`src/rtl/ic_download_line_pkg.sv`:
```
// Shared encodings for the instruction-cache download line: ring flit types,
// FSM state codes and default widths.
package ic_download_line_pkg;

  localparam int FLIT_W_DEF = 16;
  localparam int LINE_W_DEF = 128;

  localparam logic [1:0] CTRL_NONE = 2'b00;
  localparam logic [1:0] CTRL_HEAD = 2'b01;
  localparam logic [1:0] CTRL_BODY = 2'b10;
  localparam logic [1:0] CTRL_TAIL = 2'b11;

  localparam logic [1:0] ST_IDLE = 2'b00;
  localparam logic [1:0] ST_RECV = 2'b01;
  localparam logic [1:0] ST_FULL = 2'b10;

endpackage

```
`src/rtl/ic_download_line_flit_assembler.sv`:
```
// ic_flit_assembler: flit counter plus indexed write into the line register.
// Also takes a whole-line load from local memory and a clear-to-zero.
module ic_flit_assembler #(
  parameter int FLIT_W = 16,
  parameter int LINE_W = 128,
  parameter int CNT_W  = 4
) (
  input  logic              clk,
  input  logic              rst,
  input  logic              wr_en,
  input  logic              clr,
  input  logic              zero,
  input  logic              ld_en,
  input  logic [LINE_W-1:0] ld_line,
  input  logic [FLIT_W-1:0] flit,
  output logic [LINE_W-1:0] line,
  output logic [CNT_W-1:0]  cnt,
  output logic              full
);

  localparam int NFLITS = LINE_W / FLIT_W;

  // Writes past the last flit slot are silently dropped.
  assign full = (cnt == CNT_W'(NFLITS));

  always_ff @(posedge clk) begin
    if (rst) begin
      line <= '0;
      cnt  <= '0;
    end else begin
      if (ld_en)
        line <= ld_line;
      else if (zero)
        line <= '0;
      else if (wr_en && !full)
        line[int'(cnt)*FLIT_W +: FLIT_W] <= flit;

      if (clr)
        cnt <= '0;
      else if (wr_en && !full)
        cnt <= cnt + CNT_W'(1);
    end
  end

endmodule

```
`src/rtl/ic_download_line.sv`:
```
// Instruction-cache download line: builds a cache line from local memory or a
// ring reply packet. Define IC_DL_ERR_CHK_EN for protocol error checking.
module ic_download_line
  import ic_download_line_pkg::*;
#(
  parameter int FLIT_W = FLIT_W_DEF,
  parameter int LINE_W = LINE_W_DEF,
  parameter int CNT_W  = 4
) (
  input  logic              clk,
  input  logic              rst,
  input  logic [FLIT_W-1:0] rep_flit_ic,
  input  logic              v_rep_flit_ic,
  input  logic [1:0]        rep_ctrl_ic,
  output logic              rep_ack_ic,
  input  logic [LINE_W-1:0] mem_flits_ic,
  input  logic              v_mem_flits_ic,
  output logic              mem_ack_ic,
  output logic [LINE_W-1:0] inst_line_ic,
  output logic              v_inst_line,
  input  logic              inst_ready,
  output logic              ic_download_state,
  output logic              err_ic
);

  localparam int NFLITS = LINE_W / FLIT_W;

  logic [1:0]       state, state_nxt;
  logic             asm_wr, asm_clr, asm_zero, asm_ld;
  logic [CNT_W-1:0] cnt;
  logic             full;
  logic             flit_ok, is_head, is_tail;

  assign flit_ok = v_rep_flit_ic && (rep_ctrl_ic != CTRL_NONE);
  assign is_head = (rep_ctrl_ic == CTRL_HEAD);
  assign is_tail = (rep_ctrl_ic == CTRL_TAIL);

`ifdef IC_DL_ERR_CHK_EN
  logic err_nxt, ovf, ovf_nxt;
`endif

  always_comb begin
    state_nxt  = state;
    rep_ack_ic = 1'b0;
    mem_ack_ic = 1'b0;
    asm_wr     = 1'b0;
    asm_clr    = 1'b0;
    asm_zero   = 1'b0;
    asm_ld     = 1'b0;
`ifdef IC_DL_ERR_CHK_EN
    err_nxt    = 1'b0;
    ovf_nxt    = ovf;
`endif
    case (state)
      ST_IDLE: begin
        if (v_mem_flits_ic) begin
          mem_ack_ic = 1'b1;
          asm_ld     = 1'b1;
          state_nxt  = ST_FULL;
        end else if (flit_ok) begin
          rep_ack_ic = 1'b1;
          if (is_head) begin
            asm_clr   = 1'b1;
            state_nxt = ST_RECV;
`ifdef IC_DL_ERR_CHK_EN
            asm_zero  = 1'b1;
            ovf_nxt   = 1'b0;
`endif
          end
        end
      end
      ST_RECV: begin
        if (flit_ok) begin
          rep_ack_ic = 1'b1;
`ifdef IC_DL_ERR_CHK_EN
          if (is_head) begin
            asm_clr  = 1'b1;
            asm_zero = 1'b1;
            ovf_nxt  = 1'b0;
            err_nxt  = 1'b1;
          end else if (is_tail) begin
            asm_wr  = 1'b1;
            asm_clr = 1'b1;
            ovf_nxt = 1'b0;
            if (full) begin
              // An earlier dropped body already flagged the error.
              err_nxt   = !ovf;
              state_nxt = ST_IDLE;
            end else if (cnt != CNT_W'(NFLITS - 1)) begin
              err_nxt   = 1'b1;
              state_nxt = ST_IDLE;
            end else begin
              state_nxt = ST_FULL;
            end
          end else begin
            asm_wr = 1'b1;
            if (full) begin
              err_nxt = 1'b1;
              ovf_nxt = 1'b1;
            end
          end
`else
          asm_wr = 1'b1;
          if (is_tail) begin
            asm_clr   = 1'b1;
            state_nxt = ST_FULL;
          end
`endif
        end
      end
      ST_FULL: begin
        if (inst_ready)
          state_nxt = ST_IDLE;
      end
      default: state_nxt = ST_IDLE;
    endcase
  end

  always_ff @(posedge clk) begin
    if (rst)
      state <= ST_IDLE;
    else
      state <= state_nxt;
  end

`ifdef IC_DL_ERR_CHK_EN
  always_ff @(posedge clk) begin
    if (rst) begin
      err_ic <= 1'b0;
      ovf    <= 1'b0;
    end else begin
      err_ic <= err_nxt;
      ovf    <= ovf_nxt;
    end
  end
`else
  assign err_ic = 1'b0;
`endif

  ic_flit_assembler #(
    .FLIT_W (FLIT_W),
    .LINE_W (LINE_W),
    .CNT_W  (CNT_W)
  ) u_asm (
    .clk     (clk),
    .rst     (rst),
    .wr_en   (asm_wr),
    .clr     (asm_clr),
    .zero    (asm_zero),
    .ld_en   (asm_ld),
    .ld_line (mem_flits_ic),
    .flit    (rep_flit_ic),
    .line    (inst_line_ic),
    .cnt     (cnt),
    .full    (full)
  );

  assign v_inst_line       = (state == ST_FULL);
  assign ic_download_state = (state != ST_IDLE);

endmodule

```
`config.mk`:
```
export PLATFORM = sky130hd
export DESIGN_NAME = ic_download_line
export DESIGN_NICKNAME = d
export VERILOG_FILES = /design/src/rtl/ic_download_line_pkg.sv /design/src/rtl/ic_download_line_flit_assembler.sv /design/src/rtl/ic_download_line.sv
export SDC_FILE = /design/constraint.sdc
export NUM_CORES = 1
export LEC_CHECK = 0
export CAP_MARGIN = 10
export CORE_MARGIN = 2
export CORE_UTILIZATION = 43
export CTS_CLUSTER_SIZE = 10
export DETAILED_ROUTE_END_ITERATION = 16
export HOLD_SLACK_MARGIN = 0.12
export PLACE_DENSITY = 0.81
export SLEW_MARGIN = 20
export SYNTH_ARGS = -nofsm -noshare
export SYNTH_HDL_FRONTEND = slang
export SYNTH_SLANG_ARGS = --single-unit
```
`constraint.sdc`:
```
create_clock -name clk -period 3.3 [get_ports clk]
set_input_delay 0.825 -clock clk [delete_from_list [all_inputs] [get_ports clk]]
set_output_delay 0.825 -clock clk [all_outputs]
set_load 0.02 [all_outputs]
```
==> impl_metrics.py, run 1 <==
metrics = {
    "clock_network": {
        "htreeDepth": 4,
        "cts_tree": "done",
        "cts_buffer_depth": 2,
        "clk_latency_ns": 0.42,
        "clockRootBuffer": "clkbuf_16",
        "cts_resized": 0,
        "ctsHoldBuffers": 0,
        "clk_pin_slew_ns": 0.05,
        "cts_num_sinks": 134,
        "cts_made_buffers": 17,
        "cts_setup_buffers": 0,
    },
    "sta": {
        "tightestPinTransition_ns": 1.01,
        "clock.fmax_mhz": 322,
        "finalCritPeriodShare_pct": 94.1,
        "maxSlewViolCount": 0,
        "fin_setup_tns_ns": 0,
        "hold_viol_final": 0,
        "grt_setup_unrepaired": "false",
        "period_minus_slack_ns": 3.10,
        "finalSetupViolations": 0,
        "relSlewSlack_pct": 32.1,
        "clock_skew_ns": 0.0103,
        "fin_hold_ws_ns": 0.463,
    },
    "yosys": {
        "synth_edf_count": 0,
        "syn_inst": 714,
        "netlist_area_um2": 6440,
        "ys_async_sr_fraction_pct": 0,
        "syn_avg_cell_area_um2": 9.02,
        "ys.flop_type": "dfxtp_1",
        "yosysWarnings": 0,
        "synth-seq-area-share_pct": 41.6,
        "synth_cell_types": 61,
        "synth_nets": 869,
        "ys_seq_elements": 134,
    },
    "global_routing": {
        "use_met3_pct": 6.54,
        "grt.met1_usage_pct": 40.2,
        "grtUsageMet2_pct": 49.7,
        "antenna_found_initial": 0,
        "busiest_layer": "met2",
        "grt_pass1_vias": 6843,
        "grt_util_all_layers_pct": 31.2,
        "grt.overflow.total": 0,
        "grt_max_degree": 59,
        "grt_pass1_wl_um": 39000,
    },
    "setup_path": {
        "cpPeakStageDelay_ns": 0.63,
        "critPathSlowestCell": "clkdlybuf4s50_1",
        "arrival_ns": 2.28,
        "cp_common_cell": "clkdlybuf4s50_1",
        "crit_required_ns": 2.47,
        "cp_num_buf_inv": 2,
        "crit_chain": "clkdlybuf4s50_1, nor2b_1, nor3_1, clkdlybuf4s50_1",
        "endpoint_kind": "output port",
        "crit_family": "buffers and inverters",
        "worst-r2r-setup-slack_ns": 0.55,
        "setup.worst_path.start_class": "input pin",
        "rr_worst_depth": 6,
        "path_max_fanout": 4,
        "reg2reg_to": "u_asm.line[44]$_SDFFE_PP0P_",
        "worstSetupPathType": "in -> out",
        "timing.rr.start": "u_asm.cnt[0]$_SDFFE_PP0P_",
    },
    "cells_and_area": {
        "drive_above_1_share_pct": 9.57,
        "nets": 1124,
        "final_cell_mix": "281 x clkdlybuf4s50_1, 134 x dfxtp_1, 53 x nand2_1, 51 x nand3_1, 47 x a221o_1",
        "n_antenna_cell": 0,
        "areaGrowthSynthToFinish_pct": 53.8,
        "n_fill_cell": 1133,
        "layout_commonest_cell": "clkdlybuf4s50_1",
    },
    "place": {
        "gp_congestion": 0.919,
        "hpwl_um": 17700,
        "io_buffers": 282,
    },
    "power": {
        "internal_power_uw": 3270,
        "sequentialPowerShare_pct": 39.9,
        "switching_share_pct": 28.1,
        "clock_power_share_pct": 38.3,
        "p_switching_uw": 1280,
        "power.leakage_uw": 0.00386,
        "cellPowerDensity_nw_per_um2": 458,
        "p_comb_share_pct": 21.8,
        "ir_drop_uv": 389,
    },
    "worst_hold_path": {
        "hold_end": "u_asm.line[111]$_SDFFE_PP0P_",
        "hold_depth": 1,
        "hp-start": "u_asm.line[111]$_SDFFE_PP0P_",
        "hold_class": "reg -> reg",
    },
    "die": {
        "die_w_um": 126,
        "num_rows": 44,
        "ioPinCount": 284,
        "core_area_um2": 14600,
        "die_h_um": 126,
        "initial_utilization_pct": 44.2,
        "dieArea_um2": 16000,
    },
    "route": {
        "drtIter0Drc": 766,
        "wl_per_cell_um": 22.1,
        "first_pass_iters": 5,
        "vias": 7242,
        "viasPerCell": 6.21,
        "postRouteAntennaNets": 0,
        "wl_um": 25700,
        "drc": 0,
    },
    "job": {
        "cap_violations": 0,
    },
    "status": {
        "outcome": "completed",
    },
}
-- kinds of logic (layout without fill, tap and decap cells) --
kind of cell,after synthesis,after routing,share of synthesized area (%)
fa+ha+maj,4,4,0.777
xor+xnor,2,2,0.272
simple gates,287,287,25.1
buf+inv,102,370,7.42
compound gates,184,184,24.8
other cells,1,1,0.0582
flops,134,134,41.6
-- metrics by stage --
stage	std cells	total power (µW)	setup slack, ns	instance area [µm²]	util [%]
after global placement	1134	2810	0.212	9370	64.2
after detailed placement	1134	2820	0.177	9370	64.2
after global routing	1166	4690	0.157	9910	67.9
after floorplan	714	2270	0.581	6440	-
final	1166	4540	0.195	9910	67.9
after CTS	1166	4540	0.199	9910	67.9
-- power groups by stage --
stage	combinational [µW]	clock (µW)	sequential [µW]
after floorplan	287	0	1980
after global placement	973	0	1840
after detailed placement	977	0	1840
after CTS	983	1750	1810
after global routing	1040	1830	1820
final	989	1740	1810
-- sequential cells by signal, summed over array words and instances (netlist names) --
signal      cells
state           2
u_asm.cnt       4
u_asm.line    128
-- worst max path at each step --
stage          cells past startpoint  slack, ns                          end                       from
6_report                           4       0.20                   rep_ack_ic             v_mem_flits_ic
4_1_cts                            4       0.20                   rep_ack_ic             v_mem_flits_ic
3_3_place_gp                       4       0.21                   rep_ack_ic             v_mem_flits_ic
2_1_floorplan                     10       0.58  u_asm.line[38]$_SDFFE_PP0P_  u_asm.cnt[0]$_SDFFE_PP0P_
3_5_place_dp                       6       0.18  u_asm.line[32]$_SDFFE_PP0P_             v_mem_flits_ic
5_1_grt                            4       0.16                   rep_ack_ic             rep_ctrl_ic[1]
-- area by class of cell --
cell class	instances	area [µm²]	area share [%]
clock buffer	24	492	4.96
timing repair buffer	313	3070	30.9
clock inverter	8	48.8	0.492
tap	184	230	2.32
inverter	25	93.8	0.947
sequential	134	2680	27.1
multi-input combinational	478	3300	33.3
-- cells in the mapped netlist, drive strengths merged (23+ instances only) --
cell    number  area [µm²]
dfxtp      134        2680
nand2       54         205
nand3       51         255
a221o       47         470
and3        39         249
clkbuf      39         146
buf         38         238
nor2        38         143
nand4       34         213
nor4        28         259
inv         25        93.8
a21oi       23         119
-- metal layers --
layer / share of wire, % / wire [µm]
met2: 46 / 11900
met3: 9.1 / 2340
met5: 0 / 0
met1: 40 / 10400
met4: 4.5 / 1150
Power figures use the tool's default switching activity.
==> run 2, diff against run 1 <==
- CORE_MARGIN: 2 -> 4
==> impl_metrics.py, run 2 (synthesized netlist as in run 1, its figures left out) <==
metrics = {
    "status": {
        "outcome": "completed",
    },
    "worst_hold_path": {
        "hold_class": "reg -> reg",
    },
    "cells_and_area": {
        "final_cell_mix": "280 x clkdlybuf4s50_1, 134 x dfxtp_1, 53 x nand2_1, 51 x nand3_1, 47 x a221o_1",
        "finalCoreUtilization_pct": 68.5,
        "registers.top_by_ff_count": "u_asm.line",
        "largest_register_ffs": 128,
        "areaGrowthSynthToFinish_pct": 55.1,
        "finalInstanceArea_um2": 9990,
        "drive_above_1_share_pct": 10.2,
        "reg.largest.list": "u_asm.line (128), u_asm.cnt (4), state (2)",
        "nets": 1128,
        "n_fill_cell": 1199,
        "n_antenna_cell": 0,
        "layout_commonest_cell": "clkdlybuf4s50_1",
    },
    "power": {
        "switching_share_pct": 27.7,
        "p_switching_uw": 1300,
        "internal_power_uw": 3390,
        "power.leakage_uw": 0.00391,
        "clock_power_share_pct": 39.9,
        "sequentialPowerShare_pct": 38.6,
        "p_comb_share_pct": 21.5,
        "ir_drop_uv": 465,
        "cellPowerDensity_nw_per_um2": 469,
    },
    "sta": {
        "maxSlewViolCount": 0,
        "hold_viol_final": 0,
        "finalCritPeriodShare_pct": 94.0,
        "period_minus_slack_ns": 3.10,
        "relSlewSlack_pct": 32.4,
        "fin_setup_tns_ns": 0,
        "fin_hold_ws_ns": 0.469,
        "grt_setup_unrepaired": "false",
        "tightestPinTransition_ns": 1.01,
        "fin_ws_ns": 0.199,
        "clock.fmax_mhz": 322,
        "finalSetupViolations": 0,
        "clock_skew_ns": 0.0111,
    },
    "clock_network": {
        "cts_made_buffers": 17,
        "htreeDepth": 4,
        "clockRootBuffer": "clkbuf_16",
        "cts_resized": 0,
        "cts_tree": "done",
        "clk_pin_slew_ns": 0.06,
        "cts_buffer_depth": 2,
        "clk_latency_ns": 0.42,
        "cts_setup_buffers": 0,
        "cts_num_sinks": 134,
        "ctsHoldBuffers": 0,
    },
    "route": {
        "drtIter0Drc": 910,
        "wl_per_cell_um": 23.3,
        "vias": 7319,
        "wl_um": 27300,
        "first_pass_iters": 5,
        "postRouteAntennaNets": 0,
        "drc": 0,
        "viasPerCell": 6.26,
    },
    "setup_path": {
        "timing.rr.start": "u_asm.cnt[0]$_SDFFE_PP0P_",
        "reg2reg_to": "u_asm.line[121]$_SDFFE_PP0P_",
        "endpoint_kind": "output port",
        "setup.worst_path.start_class": "input pin",
        "critPathSlowestCell": "clkdlybuf4s50_1",
        "crit_path_end": "rep_ack_ic",
        "path_max_fanout": 4,
        "crit_chain": "clkdlybuf4s50_1, nor2b_1, nor3_1, clkdlybuf4s50_1",
        "worstSetupPathType": "in -> out",
        "crit_cells": 4,
        "crit_family": "buffers and inverters",
        "worst-r2r-setup-slack_ns": 0.62,
        "critPathLaunch": "v_mem_flits_ic",
        "arrival_ns": 2.28,
        "crit_required_ns": 2.47,
        "cp_num_buf_inv": 2,
        "cpPeakStageDelay_ns": 0.63,
        "rr_worst_depth": 7,
        "cp_common_cell": "clkdlybuf4s50_1",
    },
    "die": {
        "ioPinCount": 284,
        "dieArea_um2": 17000,
        "core_area_um2": 14600,
        "die_h_um": 130,
        "initial_utilization_pct": 44.2,
        "die_w_um": 130,
        "num_rows": 44,
    },
    "place": {
        "dpl_cell_area_um2": 9410,
        "gp_congestion": 0.877,
        "io_buffers": 282,
        "dpl_worst_slack_ns": 0.148,
        "hpwl_um": 19100,
    },
    "global_routing": {
        "antenna_found_initial": 0,
        "grt_pass1_vias": 6888,
        "grt_max_degree": 59,
        "grt_pass1_wl_um": 40000,
        "grt_util_all_layers_pct": 30.5,
        "grt.overflow.total": 0,
    },
    "job": {
        "cap_violations": 0,
    },
}
[run 2: cell types whose count changed in the layout (fill, tap and decap cells not counted)]
| cell | change |
|---|---|
| buf_12 | +1 |
| buf_2 | +1 |
| buf_4 | +3 |
| bufinv_16 | +2 |
| clkbuf_1 | -2 |
| clkbuf_8 | -2 |
| clkdlybuf4s50_1 | -1 |
| clkinv_4 | +1 |
| inv_6 | +1 |
[run 2: worst min-delay path by stage]
stage                                  from                      endpoint  cells after the start
2_1_floorplan     u_asm.cnt[3]$_SDFFE_PP0P_     u_asm.cnt[3]$_SDFFE_PP0P_                      2
3_3_place_gp   u_asm.line[111]$_SDFFE_PP0P_  u_asm.line[111]$_SDFFE_PP0P_                      1
3_5_place_dp   u_asm.line[111]$_SDFFE_PP0P_  u_asm.line[111]$_SDFFE_PP0P_                      1
4_1_cts        u_asm.line[111]$_SDFFE_PP0P_  u_asm.line[111]$_SDFFE_PP0P_                      1
5_1_grt        u_asm.line[111]$_SDFFE_PP0P_  u_asm.line[111]$_SDFFE_PP0P_                      1
6_report       u_asm.line[111]$_SDFFE_PP0P_  u_asm.line[111]$_SDFFE_PP0P_                      1
[run 2: per-stage QoR]
| step | total power, µW | instances |
|---|---|---|
| after floorplan | 2270 | 714 |
| after global placement | 2820 | 1138 |
| after detailed placement | 2840 | 1138 |
| after CTS | 4700 | 1170 |
| after global routing | 4840 | 1170 |
| final | 4690 | 1170 |
[run 2: layer usage]
layer	part of all wire, %	vias to the layer above	wire (µm)	global-route usage [%]
li1	-	3274	-	-
met2	47	406	12900	50.4
met3	10	71	2740	7.24
met1	39	3568	10600	38.6
met5	0	-	0	0
met4	3.9	0	1070	12.3
[run 2: layout make-up]
type	instances	area, µm²	area share [%]
clock inverters	12	126	1.27
repair buffers	317	3100	31.1
inverters	25	93.8	0.939
clock buffers	20	457	4.57
flip-flops and latches	134	2680	26.9
well taps	184	230	2.30
multi-input cells	478	3300	33.0
[run 2: power groups by stage]
| stage | registers [µW] | logic, µW | clock network [µW] |
|---|---|---|---|
| 2_1_floorplan | 1980 | 287 | 0 |
| 3_3_place_gp | 1840 | 984 | 0 |
| 3_5_place_dp | 1840 | 995 | 0 |
| 4_1_cts | 1810 | 1000 | 1890 |
| 5_1_grt | 1820 | 1050 | 1960 |
| 6_report | 1810 | 1010 | 1870 |
==> run 3, diff against run 2 <==
- CTS_CLUSTER_SIZE: 10 -> 28
==> results of run 3 <==
Final layout, timing and power as in run 2 (identical DEF).
